--- config.mk ---
export PLATFORM = sky130hd
export DESIGN_NAME = hack_cpu_ctrl
export DESIGN_NICKNAME = d
export VERILOG_FILES = /design/src/rtl/hack_pkg.sv /design/src/rtl/hack_jump_unit.sv /design/src/rtl/hack_cpu_ctrl.sv
export SDC_FILE = /design/constraint.sdc
export NUM_CORES = 1
export LEC_CHECK = 0
export CORE_MARGIN = 3
export CORE_UTILIZATION = 48
export CTS_CLUSTER_SIZE = 25
export DETAILED_ROUTE_END_ITERATION = 6
export PLACE_DENSITY = 0.8
export SYNTH_ARGS = -nofsm -noshare
export SYNTH_HDL_FRONTEND = slang
export SYNTH_SLANG_ARGS = --single-unit
export TNS_END_PERCENT = 1
--- constraint.sdc ---
create_clock -name clk -period 2.1 [get_ports clk]
set_clock_uncertainty 0.15 [all_clocks]
set_input_delay 0.42 -clock clk [delete_from_list [all_inputs] [get_ports clk]]
set_output_delay 0.42 -clock clk [all_outputs]
set_load 0.1 [all_outputs]
--- src/rtl/hack_pkg.sv ---
// Shared definitions for the Hack CPU control stage.
//   - Controller state encoding (FETCH / EXEC / MWAIT).
//   - Bit positions of the fields inside a Hack instruction word.
//   - Jump-field mnemonics, JGT (001) through JMP (111).
package hack_pkg;

    typedef enum logic [1:0] {
        ST_FETCH = 2'd0,
        ST_EXEC  = 2'd1,
        ST_MWAIT = 2'd2
    } state_e;

    // Instruction field positions
    localparam int CI_BIT     = 15;   // 1 = C-instruction, 0 = A-instruction
    localparam int A_BIT      = 12;   // ALU y operand: 1 = inM, 0 = A
    localparam int COMP_HI    = 11;
    localparam int COMP_LO    = 6;
    localparam int DEST_A_BIT = 5;    // d1
    localparam int DEST_D_BIT = 4;    // d2
    localparam int DEST_M_BIT = 3;    // d3
    localparam int JMP_HI     = 2;
    localparam int JMP_LO     = 0;

    // Jump mnemonics {j1,j2,j3}
    localparam logic [2:0] JNULL = 3'b000;
    localparam logic [2:0] JGT   = 3'b001;
    localparam logic [2:0] JEQ   = 3'b010;
    localparam logic [2:0] JGE   = 3'b011;
    localparam logic [2:0] JLT   = 3'b100;
    localparam logic [2:0] JNE   = 3'b101;
    localparam logic [2:0] JLE   = 3'b110;
    localparam logic [2:0] JMP   = 3'b111;

endpackage

--- src/rtl/hack_jump_unit.sv ---
// Hack jump resolution, purely combinational.
// Ports:
//   j    in  3  jump field {j1,j2,j3}
//   zr   in  1  ALU zero flag
//   ng   in  1  ALU negative flag
//   take out 1  jump taken: (j1&ng) | (j2&zr) | (j3&~ng&~zr)
module hack_jump_unit
    import hack_pkg::*;
(
    input  logic [2:0] j,
    input  logic       zr,
    input  logic       ng,
    output logic       take
);

    // Per-mnemonic expansion of the OR of the three enabled conditions
    always_comb begin
        take = 1'b0;
        case (j)
            JNULL:   take = 1'b0;
            JGT:     take = ~ng & ~zr;
            JEQ:     take = zr;
            JGE:     take = zr | ~ng;
            JLT:     take = ng;
            JNE:     take = ng | ~zr;
            JLE:     take = ng | zr;
            JMP:     take = 1'b1;
            default: take = 1'b0;
        endcase
    end

endmodule

--- src/rtl/hack_cpu_ctrl.sv ---
// Multicycle control/register stage sitting in front of the Hack ALU.
// Fetches and decodes instructions, holds A, D and PC, drives the ALU
// operands/controls, and applies the ALU result to registers, data memory
// and the program counter.
// Ports:
//   clk, reset        clock and synchronous active-high reset
//   imem_req, pc      fetch request (FETCH only) and instruction address
//   instr, instr_valid returned instruction word and its valid strobe
//   inM               data memory read value
//   alu_x, alu_y      ALU operands (D, and A or inM)
//   alu_ctrl          {zx,nx,zy,ny,f,no}, zero for A-instructions
//   alu_out, alu_zr, alu_ng  ALU result and flags
//   outM, writeM, addressM   registered data memory write port
//   mem_ack           data memory accepted the write (used in MWAIT only)
module hack_cpu_ctrl
    import hack_pkg::*;
#(
    parameter int PC_W   = 15,
    parameter int DATA_W = 16
) (
    input  logic              clk,
    input  logic              reset,
    output logic              imem_req,
    output logic [PC_W-1:0]   pc,
    input  logic [DATA_W-1:0] instr,
    input  logic              instr_valid,
    input  logic [DATA_W-1:0] inM,
    output logic [DATA_W-1:0] alu_x,
    output logic [DATA_W-1:0] alu_y,
    output logic [5:0]        alu_ctrl,
    input  logic [DATA_W-1:0] alu_out,
    input  logic              alu_zr,
    input  logic              alu_ng,
    output logic [DATA_W-1:0] outM,
    output logic              writeM,
    output logic [PC_W-1:0]   addressM,
    input  logic              mem_ack
);

    state_e            state_q, state_d;
    logic [DATA_W-1:0] ir_q, ir_d;
    logic [DATA_W-1:0] a_reg_q, a_reg_d;
    logic [DATA_W-1:0] d_reg_q, d_reg_d;
    logic [PC_W-1:0]   pc_q, pc_d;
    logic [PC_W-1:0]   tgt_q, tgt_d;        // PC to apply once the memory write completes
    logic [DATA_W-1:0] out_m_q, out_m_d;
    logic [PC_W-1:0]   addr_m_q, addr_m_d;
    logic              write_m_q, write_m_d;

    logic              take_s;
    logic [PC_W-1:0]   pc_inc_s;
    logic [PC_W-1:0]   pc_next_s;

    hack_jump_unit u_jump (
        .j    (ir_q[JMP_HI:JMP_LO]),
        .zr   (alu_zr),
        .ng   (alu_ng),
        .take (take_s)
    );

    // Wraps 0x7FFF -> 0x0000 naturally in PC_W bits
    assign pc_inc_s  = pc_q + PC_W'(1);
    // Jump target is the A value from before this instruction's own A update
    assign pc_next_s = take_s ? a_reg_q[PC_W-1:0] : pc_inc_s;

    assign imem_req = (state_q == ST_FETCH);
    assign pc       = pc_q;
    assign alu_x    = d_reg_q;
    assign alu_y    = ir_q[A_BIT] ? inM : a_reg_q;
    assign alu_ctrl = ir_q[CI_BIT] ? ir_q[COMP_HI:COMP_LO] : 6'b000000;
    assign outM     = out_m_q;
    assign writeM   = write_m_q;
    assign addressM = addr_m_q;

    // Next-state and register-update logic for the FETCH/EXEC/MWAIT sequence
    always_comb begin
        state_d   = state_q;
        ir_d      = ir_q;
        a_reg_d   = a_reg_q;
        d_reg_d   = d_reg_q;
        pc_d      = pc_q;
        tgt_d     = tgt_q;
        out_m_d   = out_m_q;
        addr_m_d  = addr_m_q;
        write_m_d = write_m_q;

        case (state_q)
            ST_FETCH: begin
                if (instr_valid) begin
                    ir_d    = instr;
                    state_d = ST_EXEC;
                end else begin
                    state_d = ST_FETCH;
                end
            end

            ST_EXEC: begin
                if (!ir_q[CI_BIT]) begin
                    a_reg_d = {1'b0, ir_q[DATA_W-2:0]};
                    pc_d    = pc_inc_s;
                    state_d = ST_FETCH;
                end else begin
                    if (ir_q[DEST_A_BIT]) begin
                        a_reg_d = alu_out;
                    end else begin
                        a_reg_d = a_reg_q;
                    end
                    if (ir_q[DEST_D_BIT]) begin
                        d_reg_d = alu_out;
                    end else begin
                        d_reg_d = d_reg_q;
                    end
                    if (ir_q[DEST_M_BIT]) begin
                        // PC is held until the write is acknowledged
                        out_m_d   = alu_out;
                        addr_m_d  = a_reg_q[PC_W-1:0];
                        write_m_d = 1'b1;
                        tgt_d     = pc_next_s;
                        state_d   = ST_MWAIT;
                    end else begin
                        pc_d    = pc_next_s;
                        state_d = ST_FETCH;
                    end
                end
            end

            ST_MWAIT: begin
                if (mem_ack) begin
                    write_m_d = 1'b0;
                    pc_d      = tgt_q;
                    state_d   = ST_FETCH;
                end else begin
                    state_d = ST_MWAIT;
                end
            end

            default: begin
                write_m_d = 1'b0;
                state_d   = ST_FETCH;
            end
        endcase
    end

    // State and datapath registers; reset overrides any in-flight fetch or write
    always_ff @(posedge clk) begin
        if (reset) begin
            state_q   <= ST_FETCH;
            ir_q      <= '0;
            a_reg_q   <= '0;
            d_reg_q   <= '0;
            pc_q      <= '0;
            tgt_q     <= '0;
            out_m_q   <= '0;
            addr_m_q  <= '0;
            write_m_q <= 1'b0;
        end else begin
            state_q   <= state_d;
            ir_q      <= ir_d;
            a_reg_q   <= a_reg_d;
            d_reg_q   <= d_reg_d;
            pc_q      <= pc_d;
            tgt_q     <= tgt_d;
            out_m_q   <= out_m_d;
            addr_m_q  <= addr_m_d;
            write_m_q <= write_m_d;
        end
    end

endmodule

==> results of run 1 <==
cells in the mapped netlist, drive strengths merged (2+ instances only):
cell type,instances,area [sq um]
nand2,158,596
dfxtp,112,2240
a21oi,83,419
nor2,48,188
a211oi,25,203
clkbuf,25,93.8
buf,21,129
mux2,16,180
mux2i,15,150
nand3,10,50.1
o21ai,10,50.0
and2,8,50.1
nor3,7,45.0
xnor2,7,61.3
o211ai,6,45.0
xor2,6,52.6
a21o,5,37.5
inv,5,18.8
nand2b,5,31.3
nand4,5,46.3
a221oi,4,60.1
and3,4,25.0
a31o,3,26.3
nor4,3,25.0
o31a,3,26.3
a21boi,2,22.5
a2bb2oi,2,17.5
a311oi,2,23.8
a31oi,2,12.5
a32oi,2,17.5
nor2b,2,12.5
o31ai,2,15.0
per-layer routing:
layer  part of all wire  wire length (um)  GRT usage
met1               0.42              6640      0.338
met2               0.49              7720      0.454
met3              0.072              1140     0.0551
met4              0.021               331     0.0884
met5                  0                 0          0
metrics by stage:
step	setup TNS, ns	area, sq um	total power (uW)	setup slack, ns
3_3_place_gp	-3.76	7160	3370	-0.227
5_1_grt	0	7380	4900	0.000551
2_1_floorplan	-0.468	5130	2930	-0.0683
4_1_cts	0	7380	4750	0.0154
6_report	0	7380	4750	0.0233
3_5_place_dp	-5.17	7160	3390	-0.293
critical path: stages (launching register included):
cell,delay [ns]
dfxtp_2,0.40
buf_12,0.17
mux2_2,0.38
buf_12,0.17
final cells by class:
class	instances	area [sq um]	area share
Clock buffer	10	138	0.0186
Multi-Input combinational cell	460	2640	0.358
Tap cell	136	170	0.0230
Clock inverter	6	81.3	0.0110
Timing Repair Buffer	174	2070	0.281
Sequential cell	112	2260	0.306
Inverter	5	18.8	0.00254
worst max path at each step:
stage	from	endpoint	slack, ns
2_1_floorplan	ir_q[15]$_SDFFE_PP0P_	alu_ctrl[0]	-0.07
3_3_place_gp	alu_zr	pc[6]$_SDFFE_PP0P_	-0.23
3_5_place_dp	alu_zr	pc[6]$_SDFFE_PP0P_	-0.29
4_1_cts	ir_q[12]$_SDFFE_PP0P_	alu_y[14]	0.02
5_1_grt	ir_q[12]$_SDFFE_PP0P_	alu_y[6]	0.0006
6_report	ir_q[12]$_SDFFE_PP0P_	alu_y[14]	0.02
cells by family after synthesis:
logic type / after synthesis / share of synthesized area
AO/OA/AOI/OAI: 162 / 0.210
XOR/XNOR: 13 / 0.0223
adder cells (fa/ha/maj): 1 / 0.00245
buffers and inverters: 51 / 0.0473
flip-flops: 112 / 0.439
multiplexers: 31 / 0.0647
AND/OR/NAND/NOR: 253 / 0.214
registers in the layout, summed over array words and instances (netlist names):
signal	cells
a_reg_q	16
alu_x	16
ir_q	16
outM	16
addressM	15
pc	15
tgt_q	15
state_q	2
writeM	1
repair_timing:
action / 4_1_cts / 5_1_grt
pin swaps: 0 / 1
endpoints found under the setup margin: 20 / 2
gates resized for setup: 2 / 2
power groups by stage:
| stage | clock network [uW] | logic [uW] | registers (uW) |
|---|---|---|---|
| after global routing | 1490 | 1120 | 2290 |
| after detailed placement | 0 | 1060 | 2320 |
| after CTS | 1410 | 1070 | 2280 |
| final | 1400 | 1070 | 2280 |
| after floorplan | 0 | 517 | 2410 |
| after global placement | 0 | 1050 | 2320 |
==> summary.txt, run 1 <==
Placement
  • Input/output buffers: 139
  • Post-detail-place hpwl: 11.6 mm
  • GP Congestion: 0.904
  • DP Cell Count: 887

Critical path
  • Critical Path RT: 1.53 ns
  • Depth of the most critical reg-to-reg path: 6
  • Critical Path AT: 1.51 ns
  • Startpoint Class: register
  • Worst-path maximum fanout: 15
  • R2R Path Start: pc[0]$_SDFFE_PP0P_
  • Critical Setup Path Class: reg2out
  • Worst R2R End: tgt_q[14]$_SDFFE_PP0P_
  • Crit. End Element: primary output
  • Slack of the worst reg-to-reg path: 0.13 ns

Power
  • Maximum vdd ir drop: 0.000440 V
  • Sw frac: 0.322
  • Psw: 1530 uW
  • Sequential Power Share: 0.479
  • Clock share of power: 0.296
  • Leakage: 0.00277 uW
  • Gate power share: 0.225
  • Pwr Density: 644 nW/um^2
  • Internal power: 3220 uW

Timing
  • Final Hold Fails: 0
  • Max-slew violation count: 0
  • Fmax: 0.482 GHz
  • Slew Limit Headroom: 0.632
  • RSZ-0062 raised after global routing: false
  • Final period util: 0.989
  • Hold_ws: 0.314 ns
  • Final setup fails: 0
  • Worst-Margin Slew: 0.551 ns
  • Fin crit period: 2.08 ns

Job
  • Max_cap viols: 0

CTS
  • Setup bufs post-CTS: 0
  • Clock transition at path regs: 0.11 ns
  • H-tree lvl count: 3
  • Clk_lat worst skew: 0.39 ns
  • CTS buffer count: 9
  • CTS tree: built
  • CTS root buf: clkbuf_8
  • Clock Path Buffers: 2
  • Post-CTS Hold Buffers: 0
  • Clock Sinks: 112

Detailed routing
  • Routed wire length: 15.8 mm
  • Via density: 5.56
  • DR DRC count: 0
  • 1st-iter DRT viols: 307
  • WL/cell: 17.5 um
  • Initial DRT Pass Iterations: 5
  • Via count of the routed design: 5019
  • Detail Route Antenna Nets: 0

Global route
  • First-pass GRT wire length: 25.0 mm
  • Global route total overflow: 0
  • Total Routing Usage GR: 0.267
  • Initial antenna violation count: 0
  • Vias in the first global route: 4957
  • Largest net degree at the start of global routing: 68

Synthesis
  • Post-synthesis sequential area ratio: 0.439
  • Yosys warning total: 0
  • Syn_area_per_cell: 8.20 sq um
  • Post-synth net total: 678
  • FF+latch count, synth: 112
  • Primary FF master, synth: dfxtp_1
  • Mapped Cells: 623
  • Number of flops mapped to enable cells by yosys: 0
  • Cell area after synthesis: 5110 sq um
  • Asr flop ratio synth: 0
  • Distinct cell type count after synthesis: 59

Worst hold path
  • Worst Hold Depth: 2
  • Worst min path class: reg2reg
  • Hold_sp: outM[12]$_SDFFE_PP0P_
  • Hold Path Sink: outM[12]$_SDFFE_PP0P_

Layout
  • Final #Nets: 817
  • Area grow syn2layout: 44.6%
  • Layout cell share with drive strength beyond 1: 0.249
  • Commonest non-fill, non-tap cells in the layout: nand2_1, dfxtp_1, a21oi_1, buf_4, clkdlybuf4s50_1
  • Fin cells: 903
  • Ant. Diodes: 0
  • Fill cells: 760
  • Finished Core Util: 0.715
  • Commonest non-fill, non-tap cell in the layout: nand2_1

Floorplan
  • CORE AREA: 10300 sq um
  • I/O pin cnt: 140
  • Die area: 11900 sq um
  • DIE HEIGHT: 109 um
  • Starting Density: 0.495
  • Row count: 37
  • Die width: 109 um

Status
  • Outcome: completed
No activity file was read; power rests on OpenSTA's default activity.
==> run 2: changes to the inputs <==
Settings changed: GPL_ROUTABILITY_DRIVEN from default to 0, SYNTH_HIERARCHICAL from default to 1.
==> run 2 against run 1 <==
Combinational power about the same. Worst hold slack worse by 0.078 ns. Critical path depth unchanged. Sequential power about the same. Flip-flop and latch count unchanged. First-iteration DRC count up 6.8%. Design area up 2.4%. Sequential share of layout area down 0.71 points. Global-route usage up 1.4 points. Worst setup slack better by 0.034 ns. Via count up 7.8%. Critical endpoint is now alu_ctrl[4]. Largest cell class unchanged.
==> summary.txt, run 2 <==
Critical path
  • Critical Path Max Stage Delay: 0.40 ns
  • Crit path buf inv count: 2
  • Worst-path maximum fanout: 25
  • Crit. End Element: primary output
  • Startpoint Class: register
  • Slowest-stage cell, CP: dfxtp_1
  • Top Family by Delay on Critical Path: buffers and inverters
  • Critical Path RT: 1.53 ns
  • Critical Path AT: 1.47 ns
  • CP cell instances: buf_6, and2_1, buf_12
  • Critical Setup Path Class: reg2out

Synthesis
  • Asr flop ratio synth: 0
  • Post-synthesis sequential area ratio: 0.436
  • Most common cell in the netlist: nand2_1
  • Distinct cell type count after synthesis: 55
  • Number of flops mapped to enable cells by yosys: 0
  • Yosys warning total: 6
  • Multiplexer share of the synthesized area: 0.0681
  • Largest area contributor in the netlist: dfxtp_1
  • Synth top area share: 0.436
  • Compound-cell area share of the yosys netlist: 0.207
  • Largest family of logic cells by synthesized area: simple AND/OR/NAND/NOR gates
  • Post-synth net total: 685
  • FF+latch count, synth: 112
  • Mapped Cells: 630
  • Synth Area in Simple Gates: 0.230
  • Top post-synthesis cells by area: dfxtp_1, nand2_1, a21oi_1
  • Primary FF master, synth: dfxtp_1
  • Post-Synth Adder-Cell Area: 0.00243
  • Cell area after synthesis: 5150 sq um
  • Xor/xnor share of the synthesized area: 0.00851
  • Most frequent cells after synthesis: nand2_1, dfxtp_1, a21oi_1
  • Syn_area_per_cell: 8.17 sq um

Detailed routing
  • Via count of the routed design: 5412
  • WL/cell: 18.3 um
  • Routed wire length: 16.7 mm
  • Initial DRT Pass Iterations: 6
  • DR DRC count: 0
  • 1st-iter DRT viols: 328
  • Via density: 5.93
  • Detail Route Antenna Nets: 0

Status
  • Outcome: completed

CTS
  • Setup bufs post-CTS: 0
  • Post-CTS Hold Buffers: 0
  • CTS tree: built
  • Clk_lat worst skew: 0.39 ns
  • Clock Path Buffers: 2
  • Clock Sinks: 112
  • CTS root buf: clkbuf_8
  • CTS buffer count: 9
  • Clock transition at path regs: 0.13 ns
  • H-tree lvl count: 3

Floorplan
  • CORE AREA: 10400 sq um
  • Row count: 37
  • Starting Density: 0.496
  • Die width: 110 um
  • Die area: 12000 sq um
  • I/O pin cnt: 140
  • DIE HEIGHT: 110 um

Layout
  • Commonest non-fill, non-tap cell in the layout: nand2_1
  • Area grow syn2layout: 46.9%
  • Fill cells: 763
  • Ant. Diodes: 0
  • Finished Core Util: 0.729
  • Layout cell share with drive strength beyond 1: 0.254
  • Area of the multi-input gates: 2690 sq um
  • Sequential Area: 2260 sq um
  • Final #Nets: 826
  • Commonest non-fill, non-tap cells in the layout: nand2_1, dfxtp_1, a21oi_1, buf_4, buf_12

Timing
  • Final Hold Fails: 0
  • Slew Limit Headroom: 0.663
  • Final period util: 0.973
  • Worst-Margin Slew: 0.504 ns
  • Fin crit period: 2.04 ns
  • Fmax: 0.490 GHz
  • Sum Neg Setup Slack: 0 ns
  • RSZ-0062 raised after global routing: true
  • Max-slew violation count: 0
  • Final setup fails: 0

Power
  • Gate power share: 0.230
  • Maximum vdd ir drop: 0.000477 V
  • Sw frac: 0.336
  • Leakage: 0.00280 uW
  • Sequential Power Share: 0.489
  • Clock share of power: 0.281
  • Pwr Density: 617 nW/um^2
  • Psw: 1570 uW
  • Power, Total: 4670 uW
  • Internal power: 3100 uW

Placement
  • Post-detail-place hpwl: 12.4 mm
  • Input/output buffers: 139

Global route
  • Global route total overflow: 0
  • Largest net degree at the start of global routing: 56
  • Vias in the first global route: 5361
  • Initial antenna violation count: 0
  • First-pass GRT wire length: 26.5 mm
  • Total Routing Usage GR: 0.282

Job
  • Max_cap viols: 0

Worst hold path
  • Worst min path class: in2reg
-- run 2: path summary, 6_finish.rpt --
path / start / endpoint / slack, ns / depth (start not counted)
min reg2reg: outM[14]$_SDFFE_PP0P_ / outM[14]$_SDFFE_PP0P_ / 0.31 / 2
max: ir_q[15]$_SDFFE_PP0P_ / alu_ctrl[4] / 0.06 / 3
min: reset / a_reg_q[9]$_SDFFE_PP0P_ / 0.24 / 2
max reg2reg: pc[0]$_SDFFE_PP0P_ / tgt_q[14]$_SDFFE_PP0P_ / 0.10 / 6
-- run 2: through the flow --
step           hold slack [ns]  setup slack, ns  cells  instance area [sq um]
2_1_floorplan            0.281           -0.121    630                   5170
3_3_place_gp             0.291           -0.351    896                   7310
3_5_place_dp             0.298           -0.370    896                   7310
4_1_cts                  0.211          0.00869    912                   7540
5_1_grt                  0.222          -0.0476    912                   7560
6_report                 0.236           0.0577    912                   7560
-- run 2: cell families (layout without fill, tap and decap cells) --
logic type      count (synthesis)  after routing
simple gates                  253            253
flops                         112            112
buf+inv                        60            206
xor+xnor                        5              5
compound gates                166            166
fa+ha+maj                       1              1
mux                            33             33
-- run 2: layout make-up --
| type | instances | area share |
|---|---|---|
| multi-input cells | 458 | 0.355 |
| well taps | 136 | 0.0225 |
| clock buffers | 9 | 0.0164 |
| clock inverters | 7 | 0.0112 |
| flip-flops and latches | 112 | 0.299 |
| repair buffers | 183 | 0.292 |
| inverters | 7 | 0.00397 |
-- run 2: repair_timing --
item / CTS / global route
endpoints found under the setup margin: 22 / 34
resized for setup: 4 / 8
pin swaps: 0 / 1
-- run 2: power by group through the flow --
stage	logic, uW	clock network, uW	registers (uW)
2_1_floorplan	509	0	2410
3_3_place_gp	1040	0	2320
3_5_place_dp	1060	0	2320
4_1_cts	1070	1320	2280
5_1_grt	1130	1400	2290
6_report	1080	1310	2280
-- run 2: per-layer routing --
layer  part of all wire  global-route usage  vias to the layer above
met5                  0                   0                        -
met4              0.029              0.0997                        0
met3               0.11              0.0910                       58
met2               0.49               0.472                      357
met1               0.38               0.338                     2499
li1                   -                   -                     2498
-- run 2: worst register-to-register path: cells and delay by family (launching register included) --
kind,cells,cell delay [ns]
AO/OA/AOI/OAI,1,0.11
adder cells (fa/ha/maj),1,0.22
buffers and inverters,1,0.23
flip-flops,1,0.43
multiplexers,1,0.25
AND/OR/NAND/NOR,2,0.50
==> run 3: changes to the inputs <==
Settings changed: CELL_PAD_IN_SITES_DETAIL_PLACEMENT from default to 0, CELL_PAD_IN_SITES_GLOBAL_PLACEMENT from default to 1, CORE_UTILIZATION 48 to 35, PLACE_DENSITY 0.8 to default, PLACE_DENSITY_LB_ADDON from default to 0.1.
==> run 3 against run 2 <==
The run now ends with negative setup slack left. Die area increased by 35%. First-iteration DRC count increased by 17%. Routed wire length increased by 4.9%. Sequential power about the same. Critical path depth increased by 5. Via count decreased by 4.4%. Core utilization decreased by 19 points. Critical endpoint is now pc[12]$_SDFFE_PP0P_. Largest power group unchanged.
==> summary.txt, run 3 (synthesis results as in run 2) <==
Global route
  • Vias in the first global route: 4968
  • Initial antenna violation count: 0
  • First-pass GRT wire length: 27.5 mm
  • Total Routing Usage GR: 0.214
  • Global route total overflow: 0
  • Largest net degree at the start of global routing: 95

CTS
  • H-tree lvl count: 3
  • Clock Path Buffers: 2
  • Setup bufs post-CTS: 0
  • CTS buffer count: 9
  • Clock transition at path regs: 0.07 ns
  • Post-CTS Hold Buffers: 0
  • CTS root buf: clkbuf_16
  • Clk_lat worst skew: 0.36 ns
  • Clock Sinks: 112
  • CTS tree: built

Layout
  • Area grow syn2layout: 48.2%
  • Design Area, Final: 7630 sq um
  • Fin cells: 965
  • Final #Nets: 837
  • Ant. Diodes: 0
  • Layout cell share with drive strength beyond 1: 0.262
  • Fill cells: 1333
  • Commonest non-fill, non-tap cells in the layout: nand2_1, dfxtp_1, buf_4, a21oi_1, clkdlybuf4s50_1
  • Commonest non-fill, non-tap cell in the layout: nand2_1

Detailed routing
  • Via density: 5.36
  • WL/cell: 18.2 um
  • DR DRC count: 0
  • Via count of the routed design: 5172
  • Routed wire length: 17.5 mm
  • Initial DRT Pass Iterations: 4
  • Detail Route Antenna Nets: 0
  • 1st-iter DRT viols: 384

Power
  • Power, Total: 5130 uW
  • Maximum vdd ir drop: 0.000409 V
  • Leakage: 0.00287 uW
  • Pwr Density: 673 nW/um^2

Placement
  • Post-detail-place hpwl: 12.9 mm
  • Placed Area: 7310 sq um
  • Input/output buffers: 139
  • DP Cell Count: 951

Timing
  • Fmax: 0.476 GHz
  • Worst-Margin Slew: 0.618 ns
  • Final period util: 1.00
  • Fin crit period: 2.10 ns
  • Final Hold Fails: 0
  • Slew Limit Headroom: 0.587
  • Final setup fails: 1
  • Final Worst Setup Slack: -0.00106 ns
  • Sum Neg Setup Slack: -0.00106 ns
  • Hold_ws: 0.217 ns
  • Max-slew violation count: 0
  • RSZ-0062 raised after global routing: true

Floorplan
  • Die area: 16200 sq um
  • CORE AREA: 14100 sq um
  • Die width: 127 um
  • DIE HEIGHT: 127 um
  • Starting Density: 0.364
  • Row count: 43
  • I/O pin cnt: 140

Worst hold path
  • Worst min path class: in2reg
  • Hold Path Sink: pc[8]$_SDFFE_PP0P_
  • Hold_sp: reset
  • Worst Hold Depth: 2

Critical path
  • CP Launch Point: alu_ng
  • Crit. End Element: register
  • Worst-path maximum fanout: 6
  • Critical Path AT: 2.18 ns
  • Depth of the most critical reg-to-reg path: 5
  • Startpoint Class: input port
  • R2R Path Start: pc[6]$_SDFFE_PP0P_
  • Critical Setup Path Class: in2reg
  • Slack of the worst reg-to-reg path: 0.11 ns
  • Worst R2R End: tgt_q[12]$_SDFFE_PP0P_
  • Critical Path RT: 2.17 ns

Job
  • Max_cap viols: 0

Status
  • Failing checks: negative setup slack
  • Outcome: finished with violations
[run 3: cell count changes in the layout (fill, tap and decap cells not counted), sizes merged]
| cell | change |
|---|---|
| bufinv | +1 |
| clkdlybuf4s50 | -1 |
| clkbuf | +1 |
| clkinv | -4 |
| dlymetal6s2s | +1 |
| buf | +11 |
[run 3: timing repair]
action,CTS,global route
endpoints found under the hold margin,0,0
resized for setup,1,8
endpoints found under the setup margin,1,23
pin swaps,0,1
[run 3: worst max-delay path, cell delays in order]
cell and delay (ns):
clkdlybuf4s50_1 0.50, nor3b_2 0.05, a221o_2 0.37, buf_4 0.18, and2_1 0.16, buf_4 0.16, o31ai_2 0.24, a21oi_1 0.09
[run 3: cell type report]
type	instances	area (sq um)	share of cell area
Clock buffer	10	239	0.0313
Clock inverter	4	55.1	0.00721
Inverter	7	26.3	0.00344
Multi-Input combinational cell	458	2680	0.352
Sequential cell	112	2260	0.296
Tap cell	180	225	0.0295
Timing Repair Buffer	194	2140	0.281
[run 3: routing by layer]
layer,share of wire,wire length [um],up-vias,GRT usage
met3,0.058,1020,24,0.0364
met5,0,0,-,0
met2,0.46,7980,179,0.330
met4,0.019,327,0,0.0732
li1,-,-,2524,-
met1,0.47,8200,2445,0.303
[run 3: report_power, final]
group          switching (uW)  leakage, uW  internal (uW)
clock                     806     0.000141            952
sequential               78.1     0.000914           2180
combinational             663      0.00181            452
total                    1550      0.00287           3590
[run 3: worst max-delay path by stage]
stage / to / cells after the start
5_1_grt: pc[12]$_SDFFE_PP0P_ / 8
6_report: pc[12]$_SDFFE_PP0P_ / 8
2_1_floorplan: pc[10]$_SDFFE_PP0P_ / 5
4_1_cts: pc[12]$_SDFFE_PP0P_ / 8
3_3_place_gp: pc[12]$_SDFFE_PP0P_ / 8
3_5_place_dp: pc[12]$_SDFFE_PP0P_ / 8
[run 3: per-stage QoR]
step,setup slack [ns],util
after floorplan,-0.121,-
after global placement,-0.364,0.517
after detailed placement,-0.364,0.517
after CTS,0.0119,0.538
after global routing,-0.0915,0.539
final,-0.00106,0.539
==> edit, RTL diff (settings of run 2) <==
Change the parameter `PC_W` from 15 to 11.
--- a/src/rtl/hack_cpu_ctrl.sv
+++ b/src/rtl/hack_cpu_ctrl.sv
@@ -15,7 +15,7 @@
 module hack_cpu_ctrl
     import hack_pkg::*;
 #(
-    parameter int PC_W   = 15,
+    parameter int PC_W   = 11,
     parameter int DATA_W = 16
 ) (
     input  logic              clk,
Interface: changed (resized addressM and pc); port bits go from 140 to 132. No check against the original RTL was run, so the function may have changed too.
==> edit against run 2 <==
Synthesized area is 13% lower. Wire length is 19% lower. Total power is 11% lower. Cell area is 14% lower. Sequential power is 11% lower. Critical path depth stayed put. Sequential cell count is 12 lower. Maximum frequency is 0.51% higher. Largest cell class unchanged. Worst setup slack better by 0.010 ns.
==> edit: results (changes against run 2) <==
[metrics] sequential-to-total area share from yosys stat: 44.9% (+1.3 points)
[metrics] total number of H-tree levels: 3 (unchanged)
[metrics] warning count from the yosys run: 6 (unchanged)
[metrics] DR iter-0 viols: 280 (-15%)
[metrics] Placed Instances: 781 (-13%)
[metrics] outcome: complete, no violations
[metrics] number of different library cells in the post-synthesis netlist: 50 (-9.1%)
[metrics] Final HPWL DP: 10100 um (-19%)
[metrics] hold buffers post-CTS: 0 (unchanged)
[metrics] transition time of the tightest slew-check pin: 0.570 ns (+0.0662 ns)
[metrics] routed via count divided by cell count: 5.68 (-4.3%)
[metrics] pin count of the biggest net entering global routing: 34 (-39%)
[metrics] number of buffers created by CTS: 9 (unchanged)
[metrics] final-layout fill cell count: 656 (-14%)
[metrics] wire length of the first global-routing pass: 21500 um (-19%)
[metrics] number of non-filler instances in the completed layout: 797 (-13%)
[metrics] leading post-synthesis cells by cell area: sky130_fd_sc_hd__dfxtp_1, sky130_fd_sc_hd__nand2_1, sky130_fd_sc_hd__a21oi_1, sky130_fd_sc_hd__mux2_2, sky130_fd_sc_hd__mux2i_1
[metrics] antenna fix cells: 0 (unchanged)
[metrics] post-synthesis cell count: 552 (-12%)
[metrics] post-place setup slack: -0.422 ns (-0.0521 ns)
[metrics] Clk Tree Root Cell: sky130_fd_sc_hd__clkbuf_8
[metrics] Pre-antenna DRT Iters: 5 (-1)
[metrics] Nets: 739 (-11%)
[metrics] via count of the first global-routing pass: 4375 (-18%)
[metrics] IR Drop Worst-Case VDD: 0.000418 V (-12%)
[metrics] clock-pin transition on the worst setup and hold timing paths: 0.10 ns (-0.03 ns)
[metrics] worst skew pair latency: 0.36 ns (-0.03 ns)
[metrics] list of most frequent post-synthesis cells: sky130_fd_sc_hd__nand2_1, sky130_fd_sc_hd__dfxtp_1, sky130_fd_sc_hd__a21oi_1
[metrics] CTS Buffer Depth: 2 (unchanged)
[metrics] Port Buf Inserts: 131 (-5.8%)
[metrics] worst endpoint data arrival time: 1.46 ns
[metrics] fraction of final layout cells sized beyond drive strength 1: 23.8% (-1.6 points)
[metrics] maximum fanout encountered on the critical timing path: 13 (-48%)
[metrics] min-delay worst type: reg -> reg
[metrics] average routed wire per standard cell: 17.0 um (-7.2%)
[metrics] total routing resource utilization after global routing: 26.0% (-2.1 points)
[metrics] share of synthesized registers carrying an async set or reset: 0% (unchanged)
[metrics] initial antenna violation count: 0 (unchanged)
[metrics] static leakage: 2.49 nW (-11%)
[metrics] Post-Syn Nets: 607 (-11%)
-- edit: cell type report --
cell class | count | area (um^2) | share of cell area [%]
multi-input combinational | 403 | 2300 | 35.3
sequential | 100 | 2010 | 30.9
timing repair buffer | 163 | 1860 | 28.6
tap | 108 | 135 | 2.08
clock buffer | 11 | 131 | 2.02
clock inverter | 5 | 45.0 | 0.692
inverter | 7 | 26.3 | 0.404
-- edit: cell families (layout without fill, tap and decap cells) --
kind of cell | count (synthesis) | in the layout | synth area share [%]
and+or+nand+nor | 225 | 225 | 22.1
AOI/OAI and AO/OA | 141 | 141 | 19.9
DFF | 100 | 100 | 44.9
buffers and inverters | 49 | 186 | 4.35
muxes | 33 | 33 | 7.85
xor gates and xnor gates | 3 | 3 | 0.589
adders and majority gates | 1 | 1 | 0.280
-- edit: worst max-delay path, cell delays in order, from the launching register on --
cell and delay (ns):
sky130_fd_sc_hd__dfxtp_1 0.36, sky130_fd_sc_hd__buf_6 0.17, sky130_fd_sc_hd__mux2_2 0.39, sky130_fd_sc_hd__buf_12 0.17
-- edit: power breakdown --
part	internal (mW)	total (mW)	switching (mW)
Combinational	0.400	0.993	0.593
Sequential	1.95	2.02	0.0706
Clock	0.449	1.12	0.674
-- edit: repair_timing --
action                                  in CTS  in global routing
pin swaps                                    0                  1
gates cloned                                 0                  0
resized for setup                            3                  8
buffers inserted                             0                  0
endpoints found under the setup margin       3                 15
-- edit: per-layer routing --
| metal | global-route usage, % | vias to the layer above | routed length [um] |
|---|---|---|---|
| met5 | 0 | - | 0 |
| met4 | 9.18 | 0 | 358 |
| met3 | 6.76 | 36 | 1290 |
| met2 | 43.2 | 233 | 6530 |
| met1 | 32.7 | 2083 | 5370 |
| li1 | - | 2176 | - |
-- edit: worst paths after layout --
kind | start | endpoint | slack (ns) | cells past startpoint
worst max-delay path | ir_q[12] | alu_y[6] | 0.07 | 3
worst min-delay path | tgt_q[3] | tgt_q[3] | 0.31 | 2
worst max register to register | ir_q[0] | pc[10] | 0.07 | 6
worst min register to register | tgt_q[3] | tgt_q[3] | 0.31 | 2
-- edit: metrics by stage --
| stage | setup TNS (ns) | cell area [um^2] | hold WS (ns) | util, % | power (mW) |
|---|---|---|---|---|---|
| floorplan | -0.635 | 4480 | 0.279 | - | 2.62 |
| global placement | -2.77 | 6290 | 0.290 | 70.7 | 3.03 |
| detailed placement | -3.75 | 6290 | 0.295 | 70.7 | 3.04 |
| CTS | -0.0126 | 6470 | 0.310 | 72.8 | 4.15 |
| global route | 0 | 6510 | 0.325 | 73.2 | 4.28 |
| finish | 0 | 6510 | 0.310 | 73.2 | 4.14 |
